`config.mk`:
```
export PLATFORM = sky130hd
export DESIGN_NAME = sd_block_reader
export DESIGN_NICKNAME = d
export VERILOG_FILES = /design/src/rtl/sd_pkg.sv /design/src/rtl/sd_crc16.sv /design/src/rtl/sd_block_reader.sv
export SDC_FILE = /design/constraint.sdc
export NUM_CORES = 1
export LEC_CHECK = 0
export ABC_CLOCK_PERIOD_IN_PS = 10100
export BUFFER_PORTS_ARGS = -buffer_cell sky130_fd_sc_hd__buf_2
export CORE_AREA = 2 2 109 111
export DETAILED_ROUTE_END_ITERATION = 8
export DIE_AREA = 0 0 111 113
export PLACE_DENSITY = 0.75
export SLEW_MARGIN = 20
export SYNTH_ARGS = -nofsm -noshare
export SYNTH_HDL_FRONTEND = slang
export SYNTH_SLANG_ARGS = --single-unit
```
`constraint.sdc`:
```
create_clock -name clk_25m -period 10.1 [get_ports clk_25m]
set_input_delay 0.505 -clock clk_25m [delete_from_list [all_inputs] [get_ports clk_25m]]
set_output_delay 0.505 -clock clk_25m [all_outputs]
set_load 0.05 [all_outputs]
```
`src/rtl/sd_pkg.sv`:
```
// rtl/sd_pkg.sv - shared states, constants and helpers for the SD block read path
package sd_pkg;

   typedef enum logic [3:0] {
      ST_IDLE,
      ST_CMD,
      ST_WAIT_R1,
      ST_R1,
      ST_WAIT_TOKEN,
      ST_DATA,
      ST_CRC,
      ST_TAIL,
      ST_ERR
   } sd_state_t;

   localparam logic [7:0]  CMD17_INDEX = 8'h51;
   localparam logic [7:0]  DATA_TOKEN  = 8'hFE;
   localparam logic [7:0]  DUMMY_CRC   = 8'hFF;
   localparam logic [15:0] CRC16_POLY  = 16'h1021;

   localparam int BLOCK_LEN  = 512;
   localparam int WORD_COUNT = 256;
   localparam int TAIL_LEN   = 8;
   localparam int CMD_BITS   = 48;
   localparam int CRC_BITS   = 16;
   localparam int DATA_BITS  = BLOCK_LEN * 8;
   localparam int WORD_BITS  = DATA_BITS / WORD_COUNT;

   // Full CMD17 frame: index, sector address as argument, dummy CRC with end bit.
   function automatic logic [47:0] cmd17_frame(input logic [31:0] addr);
      return {CMD17_INDEX, addr, DUMMY_CRC};
   endfunction

endpackage

```
`src/rtl/sd_crc16.sv`:
```
// rtl/sd_crc16.sv - bit-serial CRC16-CCITT (poly 0x1021, init 0), MSB first
module sd_crc16
   import sd_pkg::*;
(
   input  logic        clk,
   input  logic        rst_n,
   input  logic        clr,
   input  logic        en,
   input  logic        din,
   output logic [15:0] crc
);

   logic feedback;

   assign feedback = crc[15] ^ din;

   // One LFSR step per enabled bit; clear has priority so a new block starts from zero.
   always_ff @(posedge clk or negedge rst_n) begin
      if (!rst_n) begin
         crc <= '0;
      end else if (clr) begin
         crc <= '0;
      end else if (en) begin
         crc <= (crc << 1) ^ (feedback ? CRC16_POLY : 16'h0000);
      end
   end

endmodule

```
`src/rtl/sd_block_reader.sv`:
```
// rtl/sd_block_reader.sv - SPI-mode CMD17 single-block reader; optional CRC16 check under SD_RD_CRC16_EN
module sd_block_reader
   import sd_pkg::*;
#(
   parameter int R1_TIMEOUT    = 64,
   parameter int TOKEN_TIMEOUT = 1_000_000
) (
   input  logic        clk_25m,
   input  logic        rst_n,
   input  logic        sd_miso,
   output logic        sd_cs,
   output logic        sd_mosi,
   input  logic        init,
   input  logic        rd_start_en,
   input  logic [31:0] rd_sec_addr,
   output logic        rd_busy,
   output logic        rd_val_en,
   output logic [15:0] rd_val_data,
   output logic        rd_err,
   output logic        rd_crc_err
);

   localparam logic [19:0] R1_LIMIT  = 20'(R1_TIMEOUT);
   localparam logic [19:0] TOK_LIMIT = 20'(TOKEN_TIMEOUT);

   sd_state_t   state, state_next;
   logic [47:0] frame_sh, frame_next;
   logic [11:0] cnt, cnt_next;
   logic [19:0] tmo, tmo_next, tmo_inc;
   logic [15:0] shreg, shreg_next, shift_in;
   logic        cs, cs_next;
   logic        mosi, mosi_next;
   logic        busy, busy_next;
   logic        val_en, val_en_next;
   logic [15:0] val_data, val_data_next;
   logic        err, err_next;

   // Timeout counter saturates so a huge parameter can never wrap back to a small count.
   assign tmo_inc  = (tmo == 20'hF_FFFF) ? tmo : tmo + 20'd1;
   assign shift_in = {shreg[14:0], sd_miso};

   // State register.
   always_ff @(posedge clk_25m or negedge rst_n) begin
      if (!rst_n) begin
         state <= ST_IDLE;
      end else begin
         state <= state_next;
      end
   end

   // Datapath registers and registered card/user outputs; CS and MOSI idle high.
   always_ff @(posedge clk_25m or negedge rst_n) begin
      if (!rst_n) begin
         frame_sh <= '0;
         cnt      <= '0;
         tmo      <= '0;
         shreg    <= '0;
         cs       <= 1'b1;
         mosi     <= 1'b1;
         busy     <= 1'b0;
         val_en   <= 1'b0;
         val_data <= '0;
         err      <= 1'b0;
      end else begin
         frame_sh <= frame_next;
         cnt      <= cnt_next;
         tmo      <= tmo_next;
         shreg    <= shreg_next;
         cs       <= cs_next;
         mosi     <= mosi_next;
         busy     <= busy_next;
         val_en   <= val_en_next;
         val_data <= val_data_next;
         err      <= err_next;
      end
   end

   // Next-state and next-output logic; outputs are computed one cycle ahead and registered.
   always_comb begin
      state_next    = state;
      frame_next    = frame_sh;
      cnt_next      = cnt;
      tmo_next      = tmo;
      shreg_next    = shreg;
      cs_next       = cs;
      mosi_next     = mosi;
      busy_next     = busy;
      val_en_next   = 1'b0;
      val_data_next = val_data;
      err_next      = 1'b0;

      case (state)
         ST_IDLE: begin
            // The frame register doubles as the address latch for the whole transfer.
            if (init && rd_start_en) begin
               frame_next = cmd17_frame(rd_sec_addr);
               mosi_next  = frame_next[47];
               cs_next    = 1'b0;
               busy_next  = 1'b1;
               cnt_next   = '0;
               state_next = ST_CMD;
            end
         end

         ST_CMD: begin
            if (cnt == 12'(CMD_BITS - 1)) begin
               mosi_next  = 1'b1;
               tmo_next   = '0;
               state_next = ST_WAIT_R1;
            end else begin
               frame_next = frame_sh << 1;
               mosi_next  = frame_sh[46];
               cnt_next   = cnt + 12'd1;
            end
         end

         ST_WAIT_R1: begin
            // The R1 start bit is R1 bit 7 and is kept as the first captured bit.
            if (!sd_miso) begin
               shreg_next = shift_in;
               cnt_next   = 12'd1;
               state_next = ST_R1;
            end else if (tmo_inc == R1_LIMIT) begin
               err_next   = 1'b1;
               state_next = ST_ERR;
            end else begin
               tmo_next = tmo_inc;
            end
         end

         ST_R1: begin
            shreg_next = shift_in;
            if (cnt == 12'd7) begin
               if (shift_in[7:0] != 8'h00) begin
                  err_next   = 1'b1;
                  state_next = ST_ERR;
               end else begin
                  tmo_next   = '0;
                  state_next = ST_WAIT_TOKEN;
               end
            end else begin
               cnt_next = cnt + 12'd1;
            end
         end

         ST_WAIT_TOKEN: begin
            // Only the last bit of the start token is zero, so the first zero ends it.
            if (sd_miso == DATA_TOKEN[0]) begin
               cnt_next   = '0;
               state_next = ST_DATA;
            end else if (tmo_inc == TOK_LIMIT) begin
               err_next   = 1'b1;
               state_next = ST_ERR;
            end else begin
               tmo_next = tmo_inc;
            end
         end

         ST_DATA: begin
            shreg_next = shift_in;
            if (cnt[3:0] == 4'(WORD_BITS - 1)) begin
               val_en_next   = 1'b1;
               val_data_next = shift_in;
            end
            if (cnt == 12'(DATA_BITS - 1)) begin
               cnt_next   = '0;
               state_next = ST_CRC;
            end else begin
               cnt_next = cnt + 12'd1;
            end
         end

         ST_CRC: begin
            shreg_next = shift_in;
            if (cnt == 12'(CRC_BITS - 1)) begin
               cs_next    = 1'b1;
               mosi_next  = 1'b1;
               cnt_next   = '0;
               state_next = ST_TAIL;
            end else begin
               cnt_next = cnt + 12'd1;
            end
         end

         ST_TAIL: begin
            // Eight deselected clocks let the card release MISO before the next command.
            if (cnt == 12'(TAIL_LEN - 1)) begin
               busy_next  = 1'b0;
               cnt_next   = '0;
               state_next = ST_IDLE;
            end else begin
               cnt_next = cnt + 12'd1;
            end
         end

         ST_ERR: begin
            cs_next    = 1'b1;
            mosi_next  = 1'b1;
            cnt_next   = '0;
            state_next = ST_TAIL;
         end

         default: begin
            state_next = ST_IDLE;
         end
      endcase
   end

`ifdef SD_RD_CRC16_EN
   logic [15:0] crc_calc;
   logic        crc_clr;
   logic        crc_en;
   logic        crc_err;

   // Clearing throughout WAIT_TOKEN leaves the generator at zero for the first data bit.
   assign crc_clr = (state == ST_WAIT_TOKEN);
   assign crc_en  = (state == ST_DATA);

   sd_crc16 u_crc16 (
      .clk   (clk_25m),
      .rst_n (rst_n),
      .clr   (crc_clr),
      .en    (crc_en),
      .din   (sd_miso),
      .crc   (crc_calc)
   );

   // Compare on the edge that takes the last CRC bit so the pulse lands in the first TAIL cycle.
   always_ff @(posedge clk_25m or negedge rst_n) begin
      if (!rst_n) begin
         crc_err <= 1'b0;
      end else begin
         crc_err <= (state == ST_CRC) && (cnt == 12'(CRC_BITS - 1)) && (shift_in != crc_calc);
      end
   end

   assign rd_crc_err = crc_err;
`else
   assign rd_crc_err = 1'b0;
`endif

   assign sd_cs       = cs;
   assign sd_mosi     = mosi;
   assign rd_busy     = busy;
   assign rd_val_en   = val_en;
   assign rd_val_data = val_data;
   assign rd_err      = err;

endmodule

```
==> results of run 1 <==
stage by stage:
| stage | utilization, % | hold slack [ns] | power, mW |
|---|---|---|---|
| after detailed placement | 58.2 | 0.470 | 1.41 |
| after global placement | 58.2 | 0.461 | 1.38 |
| after floorplan | - | 0.209 | 1.26 |
| after global routing | 63.6 | 0.255 | 2.18 |
| final | 63.6 | 0.188 | 2.04 |
| after CTS | 63.6 | 0.219 | 2.05 |
Yosys cell counts, types with 3 or more instances:
master    instances
o21ai_0          80
xnor2_1           3
inv_1             8
clkbuf_1         32
or4_1             6
nor2_1           34
o211ai_1          5
o31ai_1           8
and4_1            3
nor3_1           11
a21o_1            4
nand2_1          76
a22o_1            7
nand4_1          11
nand3_1          21
nor2b_1           7
nor4_1           12
a21oi_1          24
buf_2             5
mux2i_1          36
o22a_1           11
a211o_1           4
dfrtp_1         117
mux2_2           32
nand2b_1         12
or2_2             4
a31oi_1           3
and3_1           12
layer usage:
| layer | global-route usage (%) | vias to the layer above |
|---|---|---|
| met2 | 37.7 | 174 |
| li1 | - | 2433 |
| met5 | 0 | - |
| met4 | 9.33 | 0 |
| met3 | 6.00 | 22 |
| met1 | 31.5 | 2366 |
report_power, final:
part | switching, mW | internal, mW | total [mW]
Clock | 0.233 | 0.395 | 0.628
Combinational | 0.402 | 0.274 | 0.675
Sequential | 0.120 | 0.613 | 0.733
worst max-delay path by stage:
stage	endpoint	slack, ns	cells after the start
after global placement	state[2]	6.38	9
after global routing	tmo[9]	5.99	9
final	tmo[16]	6.27	8
after floorplan	state[2]	6.86	10
after CTS	state[2]	6.32	9
after detailed placement	state[2]	6.34	9
cell type report:
type / instances / area (um^2) / share of cell area (%)
clock buffer: 17 / 425 / 5.93
multi-input combinational: 473 / 3040 / 42.4
clock inverter: 15 / 189 / 2.63
timing repair buffer: 62 / 325 / 4.54
inverter: 8 / 30.0 / 0.419
sequential: 119 / 2980 / 41.6
tap: 143 / 179 / 2.50
registers in the layout (all words and copies together), names as in the netlist:
signal and count:
frame_sh 47, rd_err 1, sd_cs 1, rd_val_data 16
tmo 20, shreg 15, sd_mosi 1, cnt 12
rd_busy 1, rd_val_en 1, state 4
cells by family after synthesis:
family	after synthesis	share of synthesized area, %
fa+ha+maj	2	0.402
mux	69	11.8
other cells	1	0.0603
buf+inv	50	3.32
xor+xnor	5	0.704
flops	119	47.9
simple gates	226	18.6
compound gates	170	17.2
==> tab_implementation.tex, run 1 <==
\begin{tabular}{lr}
\hline
Metric & Value \\
\hline
\multicolumn{2}{l}{\textbf{Status}} \\
\quad Run status & finished clean \\
\multicolumn{2}{l}{\textbf{Worst setup path}} \\
\quad Critical path launch point & tmo[2] \\
\quad Reg2Reg Launch Point & tmo[2] \\
\quad Required time at the endpoint of the critical path & 10.39 ns \\
\quad CP dominant cell by count & or4\_1 \\
\quad Startpoint kind of the worst setup timing path & flip-flop \\
\quad Biggest cell delay along the critical path & 0.73 ns \\
\quad Register-to-Register Setup Slack & 6.27 ns \\
\quad Reg-to-reg critical path endpoint & tmo[16] \\
\quad Critical path data arrival time & 4.12 ns \\
\quad Critical path fanouts, max & 13 \\
\quad Worst setup path category & flip-flop to flip-flop \\
\quad Buf+Inv Stages, Crit Path & 0 \\
\quad Critical Path Slowest Stage Cell & or4\_1 \\
\quad Series of cell instances along the critical path & nand4\_2, or4\_1, or4\_1, a211o\_1, nor3\_2, o21ai\_1, and2\_4, mux2\_4 \\
\quad Kind of cell adding the most delay to the critical path & simple AND/OR/NAND/NOR gates \\
\quad Element type at the critical path end & flip-flop \\
\quad Worst reg2reg path depth & 8 \\
\multicolumn{2}{l}{\textbf{Power and ir drop}} \\
\quad Power density over cell area & between 200 and 300 nW/um\^{}2 \\
\quad VDD IR-drop max & 0.210 mV \\
\quad Leakage & 3.12 nW \\
\multicolumn{2}{l}{\textbf{Drt}} \\
\quad DRT iter0 DRCs & 330 \\
\quad Via density per instance & 5.97 \\
\quad Via count & 4,995 \\
\quad Routed WL per cell & 16.7 um \\
\quad Post-route antenna net violation count & 0 \\
\quad Number of search-and-repair iterations in the first detailed-routing pass & 6 \\
\quad Met2 wirelength from detailed routing & 6.66 mm \\
\quad DRC violation count after routing & 0 \\
\quad Sum of met3 wire segment lengths after detailed routing & 926 um \\
\quad Uppermost layer routed & met4 \\
\quad Met1 WL & $\sim$6.2 mm \\
\quad Total detailed-routing wirelength & 14.0 mm \\
\multicolumn{2}{l}{\textbf{Clock network}} \\
\quad Cell at the root of the clock tree & clkbuf\_16 \\
\quad Later-pin clock latency in the skew report & between 0.4 and 0.5 ns \\
\quad CTS tree & built \\
\quad Clock-pin slew of the registers on the worst-case setup and hold paths & 0.06 ns \\
\quad Gates resized, CTS repair & 0 \\
\quad Maximum count of clock buffers along a single path & 2 \\
\quad H-tree levels & 4 \\
\quad CTS Buf Count & 17 \\
\quad Hold buffer count at cts & 0 \\
\quad Clock sink count & 119 \\
\quad Total setup buffers inserted after CTS & 0 \\
\multicolumn{2}{l}{\textbf{Floorplanning}} \\
\quad Horiz. Die Dim & 111 um \\
\quad Initial cell density of the core & between 50 and 60\% \\
\quad Standard-cell rows & 39 \\
\quad Count of boundary I/O pins & 59 \\
\quad Area of the placeable core & between 10,000 and 15,000 um\^{}2 \\
\quad Die boundary height & around 110 um \\
\quad Full die area & 12,500 um\^{}2 \\
\multicolumn{2}{l}{\textbf{Layout}} \\
\quad Final design instance area without fill & 7170 um\^{}2 \\
\quad Number of antenna repair diodes & 0 \\
\quad Most frequent cells in the layout & 117 x dfrtp\_1, 80 x o21ai\_0, 75 x nand2\_1 \\
\quad Area added between synthesis and finish & 15.3\% \\
\quad Most common cell after layout, fill and taps aside & dfrtp\_1 \\
\quad Proportion of layout cells with a drive suffix above 1 & roughly a fifth \\
\quad Final std cells w/o fill & 837 \\
\quad Filler instances & 898 \\
\quad Final net count & 720 \\
\multicolumn{2}{l}{\textbf{Timing}} \\
\quad Final worst setup slack & between 6 and 7 ns \\
\quad Part of the cycle the worst path needs & 37.9\% \\
\quad Count of final hold-check violations & 0 \\
\quad Final-report max-slew violation count & 0 \\
\quad Final setup violation count & 0 \\
\quad Max Fclk & roughly 0.26 GHz \\
\quad Layout Skew & 0.00724 ns \\
\quad Max-slew headroom & 31.8\% \\
\quad Setup repair after global routing missed its margin & no \\
\quad Post-layout minimum cycle time & 3.83 ns \\
\quad Tightest Pin Transition & 1.02 ns \\
\quad Total negative setup slack & 0 ns \\
\multicolumn{2}{l}{\textbf{Logic synthesis}} \\
\quad Cell count after synthesis & 642 \\
\quad Share of Yosys cell area claimed by the top area cell type & between 40\% and 50\% \\
\quad Top flip-flop cell by instance count after synthesis & dfrtp\_1 \\
\quad Number of enable-type register cells in the synthesized netlist & 0 \\
\quad Synth warn & 0 \\
\quad Syn\_area\_per\_cell & 9.69 um\^{}2 \\
\quad \#FFs+latches synth & 119 \\
\quad Cell Area, Synth & between 6000 and 7000 um\^{}2 \\
\quad Fraction of registers with async set/reset & 100\% \\
\quad Library cells used by synthesis & between 70 and 80 \\
\quad Nets in the synthesized netlist & 681 \\
\quad Top post-synthesis cells by area & dfrtp\_1 47\%, o21ai\_0 6.4\%, mux2i\_1 5.8\% \\
\quad Proportion of synthesized chip area in sequential cells & a little under half \\
\quad Leading area contributor after synthesis & dfrtp\_1 \\
\multicolumn{2}{l}{\textbf{Global routing}} \\
\quad Antenna violations before repair & 0 \\
\quad Total global routing overflow & 0 \\
\quad Wire length of the first global-routing pass & around 24 mm \\
\quad Largest net degree at the start of global routing & 69 \\
\quad Vias in the first global route & 4,952 \\
\quad GRT Resource Usage Total & 23.7\% \\
\multicolumn{2}{l}{\textbf{Place}} \\
\quad Last weighted congestion value of the routability-driven placer & 0.901 \\
\quad HPWL Detailed & 9.31 mm \\
\quad Port Buffers & 57 \\
\quad Setup slack after placement & 6.34 ns \\
\quad Area post-placement & around 6600 um\^{}2 \\
\quad DP Cell Count & 805 \\
\multicolumn{2}{l}{\textbf{Worst hold path}} \\
\quad Path class of the lowest-slack min-delay path & input pin to async pin \\
\multicolumn{2}{l}{\textbf{Job}} \\
\quad Max-cap viol count & 0 \\
\hline
\end{tabular}
Note: power is estimated with default switching activity, not from simulation.
==> run 2: changes to the inputs <==
ABC_CLOCK_PERIOD_IN_PS = 3800   (was 10100)
clock period = 3.8 ns   (was 10.1 ns; I/O delays follow)
==> run 2 against run 1 <==
Net effect:
- worst hold slack lost 0.13 ns
- largest power group unchanged
- critical path depth grew 1
- final cell count grew 1.2%
- critical endpoint is now state[2]
- clock power grew 140%
==> tab_implementation.tex, run 2 (synthesis results as in run 1) <==
\begin{tabular}{lr}
\hline
Metric & Value \\
\hline
\multicolumn{2}{l}{\textbf{Worst setup path}} \\
\quad Required time at the endpoint of the critical path & 4.10 ns (was 10.39 ns) \\
\quad Buf+Inv Stages, Crit Path & 0 (unchanged) \\
\quad Element type at the critical path end & flip-flop (unchanged) \\
\quad Series of cell instances along the critical path & ha\_1, nand3\_1, nor3\_1, mux2i\_1, nand4\_1, o41ai\_1, a31oi\_4, or2\_1, a211o\_1 (was nand4\_2, or4\_1, or4\_1, a211o\_1, nor3\_2, o21ai\_1, and2\_4, mux2\_4) \\
\quad Reg-to-reg critical path endpoint & state[2] (was tmo[16]) \\
\quad Register-to-Register Setup Slack & 0.39 ns (was 6.27 ns) \\
\quad Worst setup path category & flip-flop to flip-flop (unchanged) \\
\quad Kind of cell adding the most delay to the critical path & simple AND/OR/NAND/NOR gates (unchanged) \\
\quad Critical Path Slowest Stage Cell & o41ai\_1 (was or4\_1) \\
\quad Startpoint kind of the worst setup timing path & flip-flop (unchanged) \\
\quad Reg2Reg Launch Point & tmo[0] (was tmo[2]) \\
\quad Critical path fanouts, max & 9 (was 13) \\
\quad Critical path data arrival time & 3.71 ns (was 4.12 ns) \\
\quad Biggest cell delay along the critical path & 0.60 ns (was 0.73 ns) \\
\quad Worst reg2reg path depth & 9 (was 8) \\
\multicolumn{2}{l}{\textbf{Floorplanning}} \\
\quad Count of boundary I/O pins & 59 (unchanged) \\
\quad Standard-cell rows & 39 (unchanged) \\
\quad Initial cell density of the core & 55.2\% (unchanged) \\
\quad Area of the placeable core & 11,300 um\^{}2 (unchanged) \\
\quad Die boundary height & 113 um (unchanged) \\
\quad Horiz. Die Dim & 111 um (unchanged) \\
\quad Full die area & 12,500 um\^{}2 (unchanged) \\
\multicolumn{2}{l}{\textbf{Timing}} \\
\quad Hold slack final & 0.0619 ns (was 0.188 ns) \\
\quad Final setup violation count & 0 (unchanged) \\
\quad Max Fclk & 0.293 GHz (was 0.261 GHz) \\
\quad Part of the cycle the worst path needs & 89.9\% (was 37.9\%) \\
\quad Post-layout minimum cycle time & 3.41 ns (was 3.83 ns) \\
\quad Tightest Pin Transition & 0.807 ns (was 1.02 ns) \\
\quad Final-report max-slew violation count & 0 (unchanged) \\
\quad Count of final hold-check violations & 0 (unchanged) \\
\quad Max-slew headroom & 46.0\% (was 31.8\%) \\
\quad Layout Skew & 0.0106 ns (was 0.00724 ns) \\
\quad Total negative setup slack & 0 ns (unchanged) \\
\quad Final worst setup slack & 0.385 ns (was 6.27 ns) \\
\quad Setup repair after global routing missed its margin & no (unchanged) \\
\multicolumn{2}{l}{\textbf{Layout}} \\
\quad Proportion of layout cells with a drive suffix above 1 & 21.2\% (was 20.3\%) \\
\quad Biggest register & frame\_sh (unchanged) \\
\quad Final net count & 730 (was 720) \\
\quad Post-layout utilization of the core & 64.0\% (was 63.6\%) \\
\quad Final std cells w/o fill & 847 (was 837) \\
\quad Number of flip-flops under the largest register name & 47 (unchanged) \\
\quad Number of antenna repair diodes & 0 (unchanged) \\
\quad Final design instance area without fill & 7220 um\^{}2 (was 7170 um\^{}2) \\
\quad Most common cell after layout, fill and taps aside & dfrtp\_1 (unchanged) \\
\quad Most frequent cells in the layout & 117 x dfrtp\_1, 80 x o21ai\_0, 75 x nand2\_1 (unchanged) \\
\quad Area added between synthesis and finish & 16.0\% (was 15.3\%) \\
\multicolumn{2}{l}{\textbf{Clock network}} \\
\quad Maximum count of clock buffers along a single path & 2 (unchanged) \\
\quad CTS Buf Count & 17 (unchanged) \\
\quad CTS tree & built (unchanged) \\
\quad Gates resized, CTS repair & 0 (unchanged) \\
\quad H-tree levels & 4 (unchanged) \\
\quad Cell at the root of the clock tree & clkbuf\_16 (unchanged) \\
\quad Clock sink count & 119 (unchanged) \\
\quad Later-pin clock latency in the skew report & 0.42 ns (was 0.41 ns) \\
\quad Clock-pin slew of the registers on the worst-case setup and hold paths & 0.06 ns (about the same) \\
\multicolumn{2}{l}{\textbf{Power and ir drop}} \\
\quad Net load switching power & 2.02 mW (was 754 uW) \\
\quad VDD IR-drop max & 0.452 mV (was 0.210 mV) \\
\quad Clock network fraction of total power & 28.8\% (was 30.8\%) \\
\quad Leakage & 3.15 nW (was 3.12 nW) \\
\quad Share of power burned in combinational logic & 34.8\% (was 33.2\%) \\
\quad Net Sw Frac & 37.9\% (was 37.0\%) \\
\quad Power density over cell area & 739 nW/um\^{}2 (was 284 nW/um\^{}2) \\
\quad Power share of the sequential group & 36.5\% (was 36.0\%) \\
\quad Internal power & 3.31 mW (was 1.28 mW) \\
\quad Post-layout power & 5.34 mW (was 2.04 mW) \\
\multicolumn{2}{l}{\textbf{Status}} \\
\quad Run status & finished clean (unchanged) \\
\multicolumn{2}{l}{\textbf{Global routing}} \\
\quad Met3 layer usage reported by global route & 6.27\% (was 6.00\%) \\
\quad Global routing met1 resource utilization & 30.6\% (was 31.5\%) \\
\quad Total global routing overflow & 0 (unchanged) \\
\quad Antenna violations before repair & 0 (unchanged) \\
\quad Wire length of the first global-routing pass & 24.6 mm (was 24.2 mm) \\
\quad Largest net degree at the start of global routing & 77 (was 69) \\
\quad Most utilized layer in the global route result & met2 (unchanged) \\
\quad Met2 global-route usage & 39.5\% (was 37.7\%) \\
\quad GRT Resource Usage Total & 24.3\% (was 23.7\%) \\
\quad Vias in the first global route & 5,045 (was 4,952) \\
\multicolumn{2}{l}{\textbf{Place}} \\
\quad Last weighted congestion value of the routability-driven placer & 0.903 (was 0.901) \\
\quad Setup slack after placement & 0.459 ns (was 6.34 ns) \\
\quad Area post-placement & 6620 um\^{}2 (was 6560 um\^{}2) \\
\quad HPWL Detailed & 9.69 mm (was 9.31 mm) \\
\quad Port Buffers & 57 (unchanged) \\
\quad DP Cell Count & 813 (was 805) \\
\multicolumn{2}{l}{\textbf{Drt}} \\
\quad DRC violation count after routing & 0 (unchanged) \\
\quad DRT iter0 DRCs & 330 (unchanged) \\
\quad Via density per instance & 6.07 (was 5.97) \\
\quad Routed WL per cell & 17.1 um (was 16.7 um) \\
\quad Post-route antenna net violation count & 0 (unchanged) \\
\quad Total detailed-routing wirelength & 14.5 mm (was 14.0 mm) \\
\quad Via count & 5,139 (was 4,995) \\
\quad Number of search-and-repair iterations in the first detailed-routing pass & 7 (was 6) \\
\multicolumn{2}{l}{\textbf{Worst hold path}} \\
\quad Path class of the lowest-slack min-delay path & input pin to flip-flop (was input pin to async pin) \\
\quad Worst min-delay path endpoint & frame\_sh[19] \\
\quad Worst Hold Launch & rd\_sec\_addr[11] \\
\quad Instance count along the most critical hold path & 3 \\
\multicolumn{2}{l}{\textbf{Job}} \\
\quad Max-cap viol count & 0 (unchanged) \\
\hline
\end{tabular}
[run 2: cell count changes in the layout (fill, tap and decap cells not counted), sizes merged]
cell,before,now
buf,62,71
bufinv,3,1
clkbuf,17,19
clkinv,4,5
clkinvlp,0,2
dlygate4sd3,0,1
inv,16,13
[run 2: power by group through the flow]
stage          clock [mW]  combinational, mW  sequential, mW
6_report             1.53               1.85            1.95
5_1_grt              1.61               2.07            2.00
4_1_cts              1.55               1.85            1.94
3_5_place_dp            0               1.83            1.96
3_3_place_gp            0               1.76            1.93
2_1_floorplan           0               1.49            1.85
[run 2: area by class of cell]
type,count,area (um^2)
flip-flops and latches,119,2980
inverters,8,30.0
fillers,878,4050
repair buffers,72,423
clock buffers,19,443
multi-input cells,473,3040
clock inverters,13,121
well taps,143,179
[run 2: worst max path at each step]
stage                     slack [ns]   start  depth (start not counted)  endpoint
final                           0.39  tmo[0]                          9  state[2]
after global routing            0.06  tmo[0]                          9  state[2]
after CTS                       0.39  tmo[0]                          9  state[2]
after detailed placement        0.46  tmo[2]                          8   tmo[16]
after global placement          0.52  tmo[0]                          9  state[2]
after floorplan                 0.56  tmo[0]                         10  state[2]
[run 2: repair_timing]
action | CTS | global route
hold buffers | 1 | 0
setup endpoints to repair | 0 | 0
buffers inserted | 0 | 0
endpoints found under the hold margin | 75 | 0
[run 2: metal layers]
metal | vias up | share of wire (%)
met5 | - | 0
met4 | 0 | 2.9
met3 | 39 | 6.4
met2 | 183 | 48
met1 | 2471 | 43
li1 | 2446 | -
[run 2: worst min-delay path, cell delays in order]
cell     delay [ns]
buf_2          0.08
mux2i_1        0.05
o21ai_0        0.13
